<file path="config.mk">
export PLATFORM = sky130hd
export DESIGN_NAME = fifo_write_arbiter
export DESIGN_NICKNAME = d
export VERILOG_FILES = /design/src/rtl/fifo_arb_pkg.sv /design/src/rtl/rr_picker.sv /design/src/rtl/fifo_write_arbiter.sv
export SDC_FILE = /design/constraint.sdc
export NUM_CORES = 1
export LEC_CHECK = 0
export ABC_CLOCK_PERIOD_IN_PS = 4750
export CORE_MARGIN = 4
export CORE_UTILIZATION = 34
export CTS_CLUSTER_DIAMETER = 60
export DETAILED_ROUTE_END_ITERATION = 8
export PLACE_DENSITY = 0.81
export SYNTH_ARGS = -nofsm -noshare
export SYNTH_HDL_FRONTEND = slang
export SYNTH_SLANG_ARGS = --single-unit
</file>
<file path="constraint.sdc">
create_clock -name clk_i -period 4.75 [get_ports clk_i]
set_clock_uncertainty 0.1 [all_clocks]
set_input_delay 0.95 -clock clk_i [delete_from_list [all_inputs] [get_ports clk_i]]
set_output_delay 0.95 -clock clk_i [all_outputs]
set_load 0.05 [all_outputs]
</file>
<file path="src/rtl/fifo_arb_pkg.sv">
// Shared types and sizing helpers for the FIFO write arbiter.
package fifo_arb_pkg;

  localparam int unsigned MinNumReq = 2;
  localparam int unsigned MaxNumReq = 8;
  localparam int unsigned MaxIdxW   = $clog2(MaxNumReq);

  // Width of a requester index; never narrower than one bit.
  function automatic int unsigned idx_width(input int unsigned n);
    return (n > 1) ? $clog2(n) : 1;
  endfunction

  typedef enum logic {
    ARB_IDLE   = 1'b0,
    ARB_LOCKED = 1'b1
  } arb_state_e;

endpackage

</file>
<file path="src/rtl/rr_picker.sv">
// Combinational round-robin selector: first requester at or after start_i
// (wrapping modulo NumReq) that is requesting and not excluded.
module rr_picker
  import fifo_arb_pkg::*;
#(
  parameter int unsigned NumReq = 4,
  localparam int unsigned IdxW  = idx_width(NumReq)
) (
  input  logic [NumReq-1:0] req_i,
  input  logic [IdxW-1:0]   start_i,
  input  logic [NumReq-1:0] excl_i,
  output logic              found_o,
  output logic [IdxW-1:0]   idx_o
);

  logic [NumReq-1:0] elig;

  assign elig = req_i & ~excl_i;

  // Scan candidates in circular order; start_i is always below NumReq, so a
  // single subtraction wraps and no index >= NumReq is ever produced.
  always_comb begin
    logic [IdxW:0] cand;
    found_o = 1'b0;
    idx_o   = '0;
    cand    = '0;
    for (int unsigned k = 0; k < NumReq; k++) begin
      cand = {1'b0, start_i} + (IdxW+1)'(k);
      if (cand >= (IdxW+1)'(NumReq)) begin
        cand = cand - (IdxW+1)'(NumReq);
      end
      if (!found_o && elig[cand[IdxW-1:0]]) begin
        found_o = 1'b1;
        idx_o   = cand[IdxW-1:0];
      end
    end
  end

endmodule

</file>
<file path="src/rtl/fifo_write_arbiter.sv">
// Packet-locked round-robin arbiter feeding a single FIFO write port.
module fifo_write_arbiter
  import fifo_arb_pkg::*;
#(
  parameter int unsigned NumReq = 4,
  parameter int unsigned Width  = 8,
  localparam int unsigned IdxW  = idx_width(NumReq)
) (
  input  logic                           clk_i,
  input  logic                           rst_ni,
  input  logic [NumReq-1:0]              req_valid_i,
  input  logic [NumReq-1:0]              req_last_i,
  input  logic [NumReq-1:0][Width-1:0]   req_data_i,
  output logic [NumReq-1:0]              req_ready_o,
  output logic                           fifo_write_req_o,
  input  logic                           fifo_write_valid_i,
  output logic [Width-1:0]               fifo_data_o,
  output logic [IdxW-1:0]                grant_idx_o,
  output logic                           busy_o
);

  arb_state_e        state_q, state_d;
  logic [IdxW-1:0]   owner_q, owner_d;
  logic [IdxW-1:0]   rr_ptr_q, rr_ptr_d;

  logic              owner_valid;
  logic              owner_last;
  logic [Width-1:0]  owner_data;
  logic [NumReq-1:0] owner_onehot;
  logic [IdxW-1:0]   owner_inc;

  logic [IdxW-1:0]   pick_start;
  logic [NumReq-1:0] pick_excl;
  logic              pick_found;
  logic [IdxW-1:0]   pick_idx;

  // Owner datapath mux.
  assign owner_valid  = req_valid_i[owner_q];
  assign owner_last   = req_last_i[owner_q];
  assign owner_data   = req_data_i[owner_q];
  assign owner_onehot = NumReq'(1) << owner_q;
  assign owner_inc    = (owner_q == IdxW'(NumReq - 1)) ? '0 : owner_q + IdxW'(1);

  // While locked, look ahead past the owner so a last beat hands over with no
  // idle cycle; while idle, search from the stored pointer.
  assign pick_start = (state_q == ARB_LOCKED) ? owner_inc : rr_ptr_q;
  assign pick_excl  = (state_q == ARB_LOCKED) ? owner_onehot : '0;

  rr_picker #(
    .NumReq (NumReq)
  ) u_picker (
    .req_i   (req_valid_i),
    .start_i (pick_start),
    .excl_i  (pick_excl),
    .found_o (pick_found),
    .idx_o   (pick_idx)
  );

  // Next-state and output decode.
  always_comb begin
    logic xfer;
    state_d          = state_q;
    owner_d          = owner_q;
    rr_ptr_d         = rr_ptr_q;
    fifo_write_req_o = 1'b0;
    fifo_data_o      = '0;
    req_ready_o      = '0;
    grant_idx_o      = '0;
    busy_o           = 1'b0;
    xfer             = 1'b0;

    case (state_q)
      ARB_IDLE: begin
        if (pick_found) begin
          state_d = ARB_LOCKED;
          owner_d = pick_idx;
        end
      end
      ARB_LOCKED: begin
        busy_o           = 1'b1;
        grant_idx_o      = owner_q;
        fifo_write_req_o = owner_valid;
        fifo_data_o      = owner_data;
        xfer             = owner_valid && fifo_write_valid_i;
        if (xfer) begin
          req_ready_o = owner_onehot;
          if (owner_last) begin
            rr_ptr_d = owner_inc;
            if (pick_found) begin
              owner_d = pick_idx;
            end else begin
              state_d = ARB_IDLE;
            end
          end
        end
      end
      default: begin
        state_d = ARB_IDLE;
      end
    endcase
  end

  // State registers.
  always_ff @(posedge clk_i or negedge rst_ni) begin
    if (!rst_ni) begin
      state_q  <= ARB_IDLE;
      owner_q  <= '0;
      rr_ptr_q <= '0;
    end else begin
      state_q  <= state_d;
      owner_q  <= owner_d;
      rr_ptr_q <= rr_ptr_d;
    end
  end

endmodule

</file>
==> impl_metrics.ini <==
[outcome]
status = completed

[worst_setup_path]
critPathMaxFanout = 5
timing.critical_path.buf_inv = 2
critPathMaxStageDelay_ns = 0.70
crit_slowest_cell = clkdlybuf4s50_1
worst-setup-path-type = primary input to output pin
crit_arrival_ns = 2.86
cp_cell_sequence = clkdlybuf4s50_1 > mux4_2 > nand2_1 > nor2_1 > clkdlybuf4s50_1
cp_common_cell = clkdlybuf4s50_1
start_kind = primary input
worst-r2r-setup-slack_ns = 1.44
crit_family = buffers and inverters
worstPathRequired_ns = 3.70
setup.worst_path.end_class = output pin

[placement]
post_dp_cell_area_sq_um = 1560
detailed_place_hpwl_um = 2570
port_buffers = 58
routabilityCongestion = 0.853

[synthesis]
synth_seq_area_share_pct = 12.6
synth-xor-area-share_pct = 1.77
avgSynthCellArea_sq_um = 9.27
synth.area.mux_share_pct = 30.6
ys_warn_count = 0
synth_area_sq_um = 992
ys_seq_elements = 5
synth_compound_area_share_pct = 14.4
synth_cells = 107
synth_top_family_by_area = multiplexers
syn-num-nets = 154
synth.distinct_cells = 39
synth_simple_gate_area_share_pct = 29.1
synthAdderAreaFrac_pct = 5.04

[cts]
cts_sinks = 5
clockBufferDepth = 2
cts_hold_buffers = 0
post_cts_buffers = 0
clkSlewWorstSetupHoldPaths_ns = 0.04
cts_buffers = 3
ctsResizeCount = 0
cts-root-buf = clkbuf_4
htreeDepth = 1
cts_tree = built
insertion_delay_ns = 0.24

[power_and_ir_drop]
pwr-share-comb_pct = 84.7
switching_share_pct = 54.3
powerDensity_nw_per_um2 = 753
p_leak_nw = 0.623
p_clk_share_pct = 4.0
p_int_mw = 0.546
peakVddDrop_v = 0.000450
seqPwrFrac_pct = 11.3
p_sw_mw = 0.648

[floorplan]
rows = 19
die_h_um = 62.0
design.core.area_sq_um = 2780
io_pins = 59
initial_core_util_pct = 35.7
dieArea_sq_um = 3850
die_x_um = 62.0

[sta]
setup_viol = 0
tightest_slew_ns = 0.881
finalCriticalPeriod_ns = 3.91
finalSetupTns_ns = 0
maxSlewViolCount = 0
final.period_utilization_pct = 82.4
rsz0062_at_grt = no
clock.fmax_mhz = 256
relSlewSlack_pct = 41.3
hold_viol = 0

[routing]
vias = 1068
drc = 0
first_pass_iters = 4
viasPerCell = 5.51
ant_nets = 0
dr.first_iter.drc_count = 58
wire_per_inst_um = 16.1
wirelength_um = 3120

[min_path]
worstHoldPathType = flip-flop to flip-flop

[finish]
multiInputGateArea_sq_um = 803
seq_area_sq_um = 125
area_growth_pct = 59.8
fin_area_sq_um = 1590
fin_nets = 211
nFillCells = 268
n_antenna_cell = 0
post_route_cells_drive_above_1_share_pct = 16.6

[global_route]
overflow = 0
antenna_found_initial = 0
grt_pass1_wl_um = 4840
grt_usage_pct = 16.8
grt_max_degree = 27
grt_pass1_vias = 1005

[flow_run]
cap_viol_max_count = 0
-- cell usage after synthesis --
| cell | n | area, sq um |
|---|---|---|
| xor2_1 | 1 | 8.76 |
| o2bb2ai_1 | 1 | 8.76 |
| and3b_1 | 1 | 8.76 |
| nor2b_1 | 1 | 6.26 |
| nand2_1 | 11 | 41.3 |
| mux2i_4 | 1 | 22.5 |
| mux2_4 | 1 | 15.0 |
| nor2_2 | 1 | 6.26 |
| inv_1 | 3 | 11.3 |
| o221ai_1 | 1 | 8.76 |
| or2b_1 | 1 | 7.51 |
| o32a_2 | 2 | 22.5 |
| dfrtp_1 | 5 | 125 |
| mux2_2 | 1 | 11.3 |
| o21ai_0 | 4 | 20.0 |
| and3b_2 | 1 | 10.0 |
| xnor2_1 | 1 | 8.76 |
| a221oi_1 | 2 | 17.5 |
| and2_0 | 1 | 6.26 |
| nand3_2 | 1 | 10.0 |
| buf_1 | 1 | 3.75 |
| or2b_2 | 2 | 17.5 |
| nand2_2 | 1 | 6.26 |
| or3b_1 | 1 | 8.76 |
| clkbuf_1 | 1 | 3.75 |
| mux2i_1 | 3 | 30.0 |
| a21oi_1 | 6 | 30.0 |
| a21boi_0 | 2 | 15.0 |
| nand3_1 | 4 | 20.0 |
| mux4_2 | 10 | 225 |
| nor2_1 | 9 | 33.8 |
| nor3_1 | 1 | 5.00 |
| ha_1 | 4 | 50.1 |
| and2_1 | 13 | 81.3 |
| buf_6 | 4 | 45.0 |
| or3_4 | 1 | 11.3 |
| o31ai_1 | 1 | 7.51 |
| a211oi_2 | 1 | 12.5 |
| and2_4 | 1 | 8.76 |
-- metrics by stage --
| step | setup slack (ns) | util [%] | hold WS (ns) | total power, mW | cells |
|---|---|---|---|---|---|
| CTS | 0.852 | 57.0 | 0.467 | 1.20 | 194 |
| floorplan | 1.75 | - | 0.402 | 0.907 | 107 |
| global placement | 0.888 | 56.1 | 0.437 | 1.14 | 190 |
| detailed placement | 0.852 | 56.1 | 0.455 | 1.15 | 190 |
| finish | 0.838 | 57.0 | 0.461 | 1.19 | 194 |
| global route | 0.753 | 57.0 | 0.497 | 1.29 | 194 |
-- sequential cells by signal (all words and copies together), names as in the netlist --
signal    count
owner_q       2
state_q       1
rr_ptr_q      2
-- cell families after synthesis --
| family | Yosys count |
|---|---|
| compound gates | 20 |
| xor+xnor | 2 |
| simple gates | 51 |
| flops | 5 |
| fa+ha+maj | 4 |
| buf+inv | 9 |
| mux | 16 |
-- tightest hold or removal path, stage by stage, from the launching register on --
cell     delay [ns]
dfrtp_1        0.39
nand2_1        0.07
o31ai_1        0.06
-- cells in the final DEF, fill, tap and decap left out, drive strengths merged, types with 2 or more instances in the layout --
cell type,Yosys,final
mux2,2,2
nor2,10,10
clkbuf,1,4
mux4,10,10
or2b,3,3
o21ai,4,4
a21boi,2,2
mux2i,4,4
nand3,5,5
a21oi,6,6
dfrtp,5,5
nand2,12,12
and2,15,15
inv,3,3
ha,4,4
and3b,2,2
clkdlybuf4s50,0,58
a221oi,2,2
o32a,2,2
-- final timing paths --
path,from,end,depth (start not counted)
max,req_valid_i[3],req_ready_o[3],5
min,rr_ptr_q[0],rr_ptr_q[0],2
max reg2reg,owner_q[0],owner_q[0],9
min reg2reg,rr_ptr_q[0],rr_ptr_q[0],2
max in group asynchronous,rst_ni,state_q,1
min in group asynchronous,rst_ni,rr_ptr_q[0],1
-- power groups by stage --
stage                     logic (mW)  clock network (mW)  registers, mW
after CTS                       1.01              0.0503          0.138
after global routing            1.08              0.0542          0.150
after floorplan                0.818                   0         0.0894
after detailed placement        1.01                   0          0.139
after global placement          1.00                   0          0.138
final                           1.01              0.0478          0.135
-- per-layer routing --
layer / wire length [um] / track usage, % / up-vias
li1: - / - / 508
met1: 1240 / 22.3 / 492
met2: 1460 / 28.4 / 62
met3: 401 / 3.31 / 6
met4: 27 / 3.33 / 0
met5: 0 / 0 / -
-- area by class of cell --
| cell class | count | area share [%] |
|---|---|---|
| clock buffers | 4 | 1.66 |
| inverters | 3 | 0.710 |
| repair buffers | 58 | 36.6 |
| well taps | 31 | 2.45 |
| flip-flops and latches | 5 | 7.89 |
| multi-input cells | 93 | 50.7 |
No activity file was read; power rests on OpenSTA's default activity.
